==> src/rtl/sr_drv_pkg.sv <==
// Shared types and constants for the SR flip-flop command driver.
package sr_drv_pkg;

    typedef enum logic [1:0] {
        IDLE   = 2'd0,
        DRIVE  = 2'd1,
        VERIFY = 2'd2
    } state_t;

    localparam logic OP_SET = 1'b1;
    localparam logic OP_CLR = 1'b0;

    // Wide enough to hold the larger of the two load values without wrapping.
    function automatic int timer_width(input int pulse_w, input int timeout);
        int max_val;
        max_val = (pulse_w > timeout) ? pulse_w : timeout;
        return $clog2(max_val + 1);
    endfunction

endpackage

==> src/rtl/sr_ff_driver_if.sv <==
// Command handshake and status bundle between a requester and sr_ff_driver.
interface sr_ff_driver_if;
    logic req_valid;
    logic req_op;
    logic req_ready;
    logic err_clr;
    logic done;
    logic err;

    modport master (
        output req_valid, req_op, err_clr,
        input  req_ready, done, err
    );

    modport slave (
        input  req_valid, req_op, err_clr,
        output req_ready, done, err
    );
endinterface

==> src/rtl/sr_drv_timer.sv <==
// Loadable down-counter that saturates at zero; expire flags the last counted cycle.
module sr_drv_timer #(
    parameter int W = 3
) (
    input  logic         CLK,
    input  logic         RST,
    input  logic         load,
    input  logic [W-1:0] load_val,
    output logic         expire
);
    logic [W-1:0] count;

    always_ff @(posedge CLK) begin
        if (RST) begin
            count <= '0;
        end else if (load) begin
            count <= load_val;
        end else if (count != '0) begin
            count <= count - 1'b1;
        end
    end

    assign expire = (count == W'(1));
endmodule

==> src/rtl/sr_ff_driver.sv <==
// Drives a fixed-width registered S or R pulse per command and, when
// SR_DRV_VERIFY_EN is defined, confirms Q_fb and flags a sticky timeout error.
module sr_ff_driver
    import sr_drv_pkg::*;
#(
    parameter int PULSE_W = 2,
    parameter int TIMEOUT = 4
) (
    input  logic           CLK,
    input  logic           RST,
    sr_ff_driver_if.slave  bus,
    input  logic           Q_fb,
    output logic           S,
    output logic           R
);
    localparam int TW = timer_width(PULSE_W, TIMEOUT);

    state_t        state, state_nxt;
    logic          target, target_nxt;
    logic          s_nxt, r_nxt;
    logic          done_q, done_nxt;
    logic          err_q, err_nxt;
    logic          ready_q, ready_nxt;
    logic          load;
    logic [TW-1:0] load_val;
    logic          expire;
    logic          noop;

    sr_drv_timer #(.W(TW)) u_timer (
        .CLK      (CLK),
        .RST      (RST),
        .load     (load),
        .load_val (load_val),
        .expire   (expire)
    );

`ifdef SR_DRV_VERIFY_EN
    assign noop = (Q_fb == bus.req_op);
`else
    logic unused_inputs;
    assign noop          = 1'b0;
    assign unused_inputs = ^{Q_fb, bus.err_clr};
`endif

    always_comb begin
        state_nxt  = state;
        target_nxt = target;
        s_nxt      = 1'b0;
        r_nxt      = 1'b0;
        done_nxt   = 1'b0;
        ready_nxt  = 1'b0;
        load       = 1'b0;
        load_val   = '0;
`ifdef SR_DRV_VERIFY_EN
        err_nxt    = err_q & ~bus.err_clr;
`else
        err_nxt    = 1'b0;
`endif
        unique case (state)
            IDLE: begin
                ready_nxt = 1'b1;
                if (bus.req_valid) begin
                    target_nxt = bus.req_op;
                    if (noop) begin
                        done_nxt = 1'b1;
                    end else begin
                        state_nxt = DRIVE;
                        ready_nxt = 1'b0;
                        s_nxt     = (bus.req_op == OP_SET);
                        r_nxt     = (bus.req_op == OP_CLR);
                        load      = 1'b1;
                        load_val  = TW'(PULSE_W);
                    end
                end
            end
            DRIVE: begin
                if (expire) begin
`ifdef SR_DRV_VERIFY_EN
                    state_nxt = VERIFY;
                    load      = 1'b1;
                    load_val  = TW'(TIMEOUT);
`else
                    state_nxt = IDLE;
                    done_nxt  = 1'b1;
                    ready_nxt = 1'b1;
`endif
                end else begin
                    s_nxt = (target == OP_SET);
                    r_nxt = (target == OP_CLR);
                end
            end
            VERIFY: begin
`ifdef SR_DRV_VERIFY_EN
                if (Q_fb == target) begin
                    state_nxt = IDLE;
                    done_nxt  = 1'b1;
                    ready_nxt = 1'b1;
                end else if (expire) begin
                    // A timeout overrides a coincident err_clr.
                    state_nxt = IDLE;
                    done_nxt  = 1'b1;
                    ready_nxt = 1'b1;
                    err_nxt   = 1'b1;
                end
`else
                state_nxt = IDLE;
                ready_nxt = 1'b1;
`endif
            end
            default: begin
                state_nxt = IDLE;
                ready_nxt = 1'b1;
            end
        endcase
    end

    always_ff @(posedge CLK) begin
        if (RST) begin
            state   <= IDLE;
            S       <= 1'b0;
            R       <= 1'b0;
            done_q  <= 1'b0;
            err_q   <= 1'b0;
            ready_q <= 1'b1;
        end else begin
            state   <= state_nxt;
            S       <= s_nxt;
            R       <= r_nxt;
            done_q  <= done_nxt;
            err_q   <= err_nxt;
            ready_q <= ready_nxt;
        end
    end

    // The latched target only matters while a command is in flight.
    always_ff @(posedge CLK) begin
        target <= target_nxt;
    end

    assign bus.req_ready = ready_q;
    assign bus.done      = done_q;
    assign bus.err       = err_q;
endmodule

==> src/flat_wrapper.sv <==
// flat-port wrapper written by rule: the top's interface ports become plain ports
module sr_ff_driver_flat import sr_drv_pkg::*;
#(
    parameter int PULSE_W = 2,
    parameter int TIMEOUT = 4
)
  (CLK, RST, Q_fb, S, R, bus_req_valid, bus_req_op, bus_err_clr, bus_req_ready, bus_done, bus_err);
  sr_ff_driver_if bus_i ();
  input  logic CLK;
  input  logic RST;
  input  logic Q_fb;
  output logic S;
  output logic R;
  input wire logic [$bits(bus_i.req_valid)-1:0] bus_req_valid;
  input wire logic [$bits(bus_i.req_op)-1:0] bus_req_op;
  input wire logic [$bits(bus_i.err_clr)-1:0] bus_err_clr;
  output wire logic [$bits(bus_i.req_ready)-1:0] bus_req_ready;
  output wire logic [$bits(bus_i.done)-1:0] bus_done;
  output wire logic [$bits(bus_i.err)-1:0] bus_err;
  assign bus_i.req_valid = bus_req_valid;
  assign bus_i.req_op = bus_req_op;
  assign bus_i.err_clr = bus_err_clr;
  assign bus_req_ready = bus_i.req_ready;
  assign bus_done = bus_i.done;
  assign bus_err = bus_i.err;
  sr_ff_driver #(.PULSE_W(PULSE_W), .TIMEOUT(TIMEOUT)) u_core (.CLK(CLK), .RST(RST), .bus(bus_i), .Q_fb(Q_fb), .S(S), .R(R));
endmodule
==> config.mk <==
export PLATFORM = sky130hd
export DESIGN_NAME = sr_ff_driver_flat
export DESIGN_NICKNAME = d
export VERILOG_FILES = /design/src/rtl/sr_drv_pkg.sv /design/src/rtl/sr_ff_driver_if.sv /design/src/rtl/sr_drv_timer.sv /design/src/rtl/sr_ff_driver.sv /design/src/flat_wrapper.sv
export SDC_FILE = /design/constraint.sdc
export NUM_CORES = 1
export LEC_CHECK = 0
export CORE_AREA = 2 2 39 41
export DETAILED_ROUTE_END_ITERATION = 10
export DIE_AREA = 0 0 41 43
export GPL_TIMING_DRIVEN = 0
export MAX_ROUTING_LAYER = met4
export PLACE_DENSITY_LB_ADDON = 0.08
export SYNTH_ARGS = -nofsm -noshare
export SYNTH_HDL_FRONTEND = slang
export SYNTH_SLANG_ARGS = --single-unit
export TNS_END_PERCENT = 5
==> constraint.sdc <==
create_clock -name CLK -period 2.7 [get_ports CLK]
set_input_delay 0.54 -clock CLK [delete_from_list [all_inputs] [get_ports CLK]]
set_output_delay 0.54 -clock CLK [all_outputs]
set_load 0.01 [all_outputs]
**After elaboration in Yosys (flattened, before gate mapping)**

Cells that the tools add are included.

- Bits in registers: 10
- Bits in latches: 0
- Memory bits (writable): 0
- ROM bits: 0
- Input port bits: 6
- Word-level logic and storage cells: 39
- Memories: 0

- $add $sub $neg: 1
- Multipliers: 0
- Divide/modulo/power cells: 0
- $lt $le $gt $ge: 0
- Eq/ne operators: 4
- Shifts and indexed selects: 0
- Mux-type cells: 18
- Bitwise gates (word level): 3
- Reductions and logical operators: 6

Operators by type and width:

| operator | number |
|---|---|
| $mux W3 | 3 |
| $mux W1 | 8 |
| $mux W2 | 3 |
| $pmux W1 S2 | 3 |
| $pmux W2 S2 | 1 |
| $reduce_and A2 Y1 | 2 |
| $eq A3 B1 Y1 const B | 1 |
| $not A1 Y1 | 3 |
| $reduce_bool A3 Y1 | 1 |
| $sub A3 B1 Y3 const B | 1 |
| $eq A2 B1 Y1 const B | 1 |
| $logic_not A2 Y1 | 1 |
| $ne A2 B1 Y1 const B | 1 |
| $ne A2 B2 Y1 const B | 1 |
| $reduce_bool A2 Y1 | 1 |
| $reduce_or A2 Y1 | 1 |

**Depth between registers and ports, before layout**

Gate-level depths: netlist of run 1.

- Word-level depth: 3
- Gate-level depth with buffers: 5
- Mapped depth without buffers: 5

**By module**

A second synthesis of run 1 with hierarchy kept.

- Cells, all modules: 43
- Area, all modules: 441.7 µm²

By module, submodules not included:

| module | instances | cells an instance | area an instance (µm²) |
|---|---|---|---|
| sr_drv_timer | 1 | 23 | 224.0 |
| sr_ff_driver | 1 | 20 | 217.7 |

**Worst setup path before layout of run 1**

No wires, ideal clock.

- Kind: reg-to-reg
- Start point: register u_core.u_timer.count[0]
- End point: register u_core.u_timer.count[1]
- Setup time: 66 ps
- Arrival: 1123 ps
- Required time: 2634 ps
- Slack: 1511 ps
- Stages on the path, launching flop included: 6
- Clock period less this slack: 1189 ps
- Path through: dfxtp_1 -> inv_1 -> ha_1 -> nand2b_4 -> mux2_4 -> a21oi_2

- Word-level cells in the longest chain between the ends: 3

Ends and longest elaborated chain:

| what | line | source |
|---|---|---|
| from (decl) | sr_drv_timer.sv:11 | `logic [W-1:0] count;` |
| from (signal assigned) | sr_drv_timer.sv:17 | `count <= load_val;` |
| from (signal assigned) | sr_drv_timer.sv:19 | `count <= count - 1'b1;` |
| $sub A3 B1 Y3 | sr_drv_timer.sv:19 |  |
| $mux W3 | sr_drv_timer.sv:18 | `end else if (count != '0) begin` |
| $mux W3 | sr_drv_timer.sv:16 | `end else if (load) begin` |

Parallel ways exist; a longest one is shown, timed or not. The select of a mux whose other input is x is not followed.
A chain may end at the register's enable or synchronous reset.

**Worst setup path after layout of run 1**

- Start point: register u_core.done_q (netlist: u_core.bus.done)
- End point: output bus_done

RTL lines:

| what | line | source |
|---|---|---|
| from (decl) | sr_ff_driver.sv:21 | `logic done_q, done_nxt;` |
| from (signal assigned) | sr_ff_driver.sv:129 | `done_q <= done_nxt;` |
| to (decl) | flat_wrapper.sv:18 | `output wire logic [$bits(bus_i.done)-1:0] bus_done;` |

No word-level cell between the ends.

==> summary.md, run 1 <==
| Metric | Value |
|---|---|
| Clk_lat worst skew | 250 ps |
| Layout Nets | 57 |
| Worst path slowest cell | clkdlybuf4s50_1 |
| Buffers plus inverters on the worst setup path | 1 |
| CTS Hold Bufs | 0 |
| Worst Setup EP | bus_done |
| Worst setup EP type | output pin |
| Fmax | 0.617 GHz |
| Crit-path max FO | 1 |
| Crit path cell chain | clkdlybuf4s50_1 |
| VDD IR max | 0.000309 V |
| Die Area | 1760 µm² |
| Die Y | 43 µm |
| Number of I/O port buffers | 6 |
| Final setup TNS | 0 ps |
| Area occupied by multi-input gates | 189 µm² |
| Final period utilization | 60.0% |
| H-tree depth | 1 |
| Clock buffer depth | 2 |
| Register Area | 190 µm² |
| Largest net degree at the start of global routing | 10 |
| GR Layer Usage met3 | 3.14% |
| Area of the mapped netlist | 403 µm² |
| Routability cong. | 0.618 |
| Max-slew violations | 0 |
| CP Class | register to output pin |
| Post-DP HPWL | 513 µm |
| Detailed-route wire length per cell | 10.1 µm |
| Placed Instances | 59 |
| Initial antenna violation count | 0 |
| Gr busiest metal | met2 |
| Core area | 1380 µm² |
| Post-CTS Setup Inserts | 0 |
| Worst hold path class | register to register |
| WP depth | 1 |
| N_diodes | 0 |
| Met2 Use GR | 14.1% |
| Number of vias per cell | 4.30 |
| PD cells | 751 nW/µm² |
| Crit path from | u_core.bus.done$_SDFF_PP0_ |
| RSZ-0062 raised after global routing | false |
| FF+latch count, synth | 9 |
| CTS tree | built |
| Net switching power | 0.000105 W |
| Setup violations, final | 0 |
| Drt total wl | 638 µm |
| I/O pin count | 11 |
| DR pass1 iterations | 2 |
| Power Internal | 0.000278 W |
| Syn. warnings | 0 |
| Area delta synth->final | 26.4% |
| Synth area leaders | dfxtp_1 40%, ha_1 9.3%, edfxtp_1 7.5% |
| Total track usage | 9.72% |
| Yosys top cell area share | 39.8% |
| Critical path launch point type | register |
| Worst r2r src | u_core.u_timer.count[0]$_SDFFE_PP0P_ |
| Sw Ratio | 27.4% |
| Sequential power share | 42.8% |
| Hold slack | 476 ps |
| Met1 GRT Util | 8.17% |
| Final ANT Viol Nets | 0 |
| Post-layout minimum cycle time | 1620 ps |
| FF-to-FF setup slack | 1440 ps |
| DR iter-0 viols | 1 |
| Clock Tree Root | clkbuf_4 |
| Static leakage | 0.210 nW |
| Yosys cell types | 24 |
| Mapped Cells | 37 |
| Worst r2r path cells | 5 |
| GRT overflow | 0 |
| Clock Pin Slew Worst Setup and Hold Paths | 60 ps |
| Die width | 41 µm |
| Sequential area share after synthesis | 47.2% |
| Number of remaining DRC errors | 0 |
| Worst r2r dst | u_core.u_timer.count[1]$_SDFFE_PP0P_ |
| Clock Skew | 3.20 ps |
| CTS sink cnt | 9 |
| Fin. Hold Viols | 0 |
| Syn Nets | 46 |
| Status | completed |
| Cell Count, Final, Fillers Out | 63 |
| Post-Synthesis Mean Instance Area | 10.9 µm² |
| Clock power share | 25.7% |
| Filler Cell Count | 148 |
| Initial core utilization | 29.1% |
| Arr. time, crit path | 1080 ps |
| Post-synth top area cell | dfxtp_1 |
| Routed via count | 271 |
| Worst EP required | 2160 ps |
| Cell family with most CP delay | buffers and inverters |
| Rows | 14 |
| Crit-path max cell delay | 520 ps |
| Combinational group share of total power | 31.5% |
| Vias in the first global route | 259 |
| Max Cap Violations | 0 |
| First-pass GRT wire length | 1020 µm |
| Post_cts resized | 0 |
| CTS Buf Count | 3 |
| Layout cells sized above 1 | 23.4% |
final cells by class:
| class | count | share of cell area (%) |
|---|---|---|
| sequential | 9 | 37.3 |
| multi-input combinational | 23 | 37.1 |
| timing repair buffer | 6 | 11.8 |
| clock buffer | 4 | 5.16 |
| tap | 16 | 3.93 |
| buffer | 2 | 2.46 |
| inverter | 3 | 2.21 |
through the flow:
| step | util [%] | power (W) | worst slack, ps | area, µm² |
|---|---|---|---|---|
| floorplan | - | 0.000262 | 1510 | 403 |
| global placement | 34.9 | 0.000287 | 1080 | 483 |
| detailed placement | 34.9 | 0.000290 | 1080 | 483 |
| CTS | 36.8 | 0.000391 | 1060 | 509 |
| global route | 36.8 | 0.000409 | 1020 | 509 |
| finish | 36.8 | 0.000382 | 1080 | 509 |
power groups by stage:
stage / combinational [W] / clock, W / sequential, W
floorplan: 0.0000957 / 0 / 0.000167
global placement: 0.000121 / 0 / 0.000166
detailed placement: 0.000123 / 0 / 0.000167
CTS: 0.000124 / 0.000103 / 0.000164
global route: 0.000133 / 0.000110 / 0.000166
finish: 0.000120 / 0.0000985 / 0.000164
kinds of logic (layout without fill, tap and decap cells):
| family | Yosys count | count (layout) | synth area share [%] |
|---|---|---|---|
| AND/OR/NAND/NOR | 11 | 11 | 19.9 |
| flip-flops | 9 | 9 | 47.2 |
| AO/OA/AOI/OAI | 5 | 5 | 8.39 |
| buffers and inverters | 5 | 15 | 5.90 |
| adder cells (fa/ha/maj) | 3 | 3 | 9.32 |
| multiplexers | 2 | 2 | 6.21 |
| other | 1 | 1 | 0.931 |
| XOR/XNOR | 1 | 1 | 2.17 |
worst min-delay path by stage:
stage                             from             endpoint  slack (ps)  depth (start not counted)
2_1_floorplan  u_core.target$_DFFE_PP_  u_core.R$_SDFF_PP0_         440                          1
3_3_place_gp   u_core.target$_DFFE_PP_  u_core.R$_SDFF_PP0_         470                          1
6_report       u_core.target$_DFFE_PP_  u_core.R$_SDFF_PP0_         480                          1
4_1_cts        u_core.target$_DFFE_PP_  u_core.R$_SDFF_PP0_         480                          1
3_5_place_dp   u_core.target$_DFFE_PP_  u_core.R$_SDFF_PP0_         470                          1
5_1_grt        u_core.target$_DFFE_PP_  u_core.R$_SDFF_PP0_         510                          1
sequential cells by signal, indices dropped and copies added (netlist names):
name                  count
u_core.state              1
u_core.bus.done           1
u_core.u_timer.count      3
u_core.bus.req_ready      1
u_core.S                  1
u_core.R                  1
u_core.target             1
Yosys cell counts:
cell and n:
nor2_1 1, nand3b_1 1, a21o_1 1, or3_1 1
buf_4 1, nor3_1 2, inv_1 2, o31ai_1 1
buf_2 1, a21oi_1 2, inv_2 1, ha_1 3
nand2b_4 2, mux2_4 1, a21oi_2 1, nand3_1 1
nor3b_1 1, dfxtp_1 8, edfxtp_1 1, xnor2_1 1
mux2i_1 1, conb_1 1, nand2_1 1, nand2b_2 1
routing by layer:
| layer | share of wire [%] | wire length [µm] |
|---|---|---|
| met5 | 0 | 0 |
| met2 | 57 | 365 |
| met3 | 3.8 | 24 |
| met1 | 39 | 248 |
| met4 | 0 | 0 |
layout by cell type, fill, tap and decap left out, drive strengths merged, types with 2 or more instances in the layout:
cell	count
a21oi	3
buf	2
clkbuf	4
clkdlybuf4s50	6
dfxtp	8
ha	3
inv	3
nand2b	3
nor3	2
Note: power is estimated with default switching activity, not from simulation.
==> inputs of run 2 (changes only) <==
==> constraint.sdc (replaced) <==
create_clock -name CLK -period 1.6 [get_ports CLK]
set_input_delay 0.32 -clock CLK [delete_from_list [all_inputs] [get_ports CLK]]
set_output_delay 0.32 -clock CLK [all_outputs]
set_load 0.01 [all_outputs]
==> results of run 2 <==
The final DEF is identical to that of run 1. Status: completed.
Among the figures that moved: setup slack after placement 1080 ps -> 201 ps; setup slack after layout 1080 ps -> 199 ps; hold slack 476 ps -> 324 ps; register-to-register setup slack 1440 ps -> 340 ps; end point of the worst hold path u_core.R$_SDFF_PP0_ -> u_core.u_timer.count[1]$_SDFFE_PP0P_; total power 0.000382 W -> 0.000645 W; worst IR drop on VDD 0.000309 V -> 0.000521 V
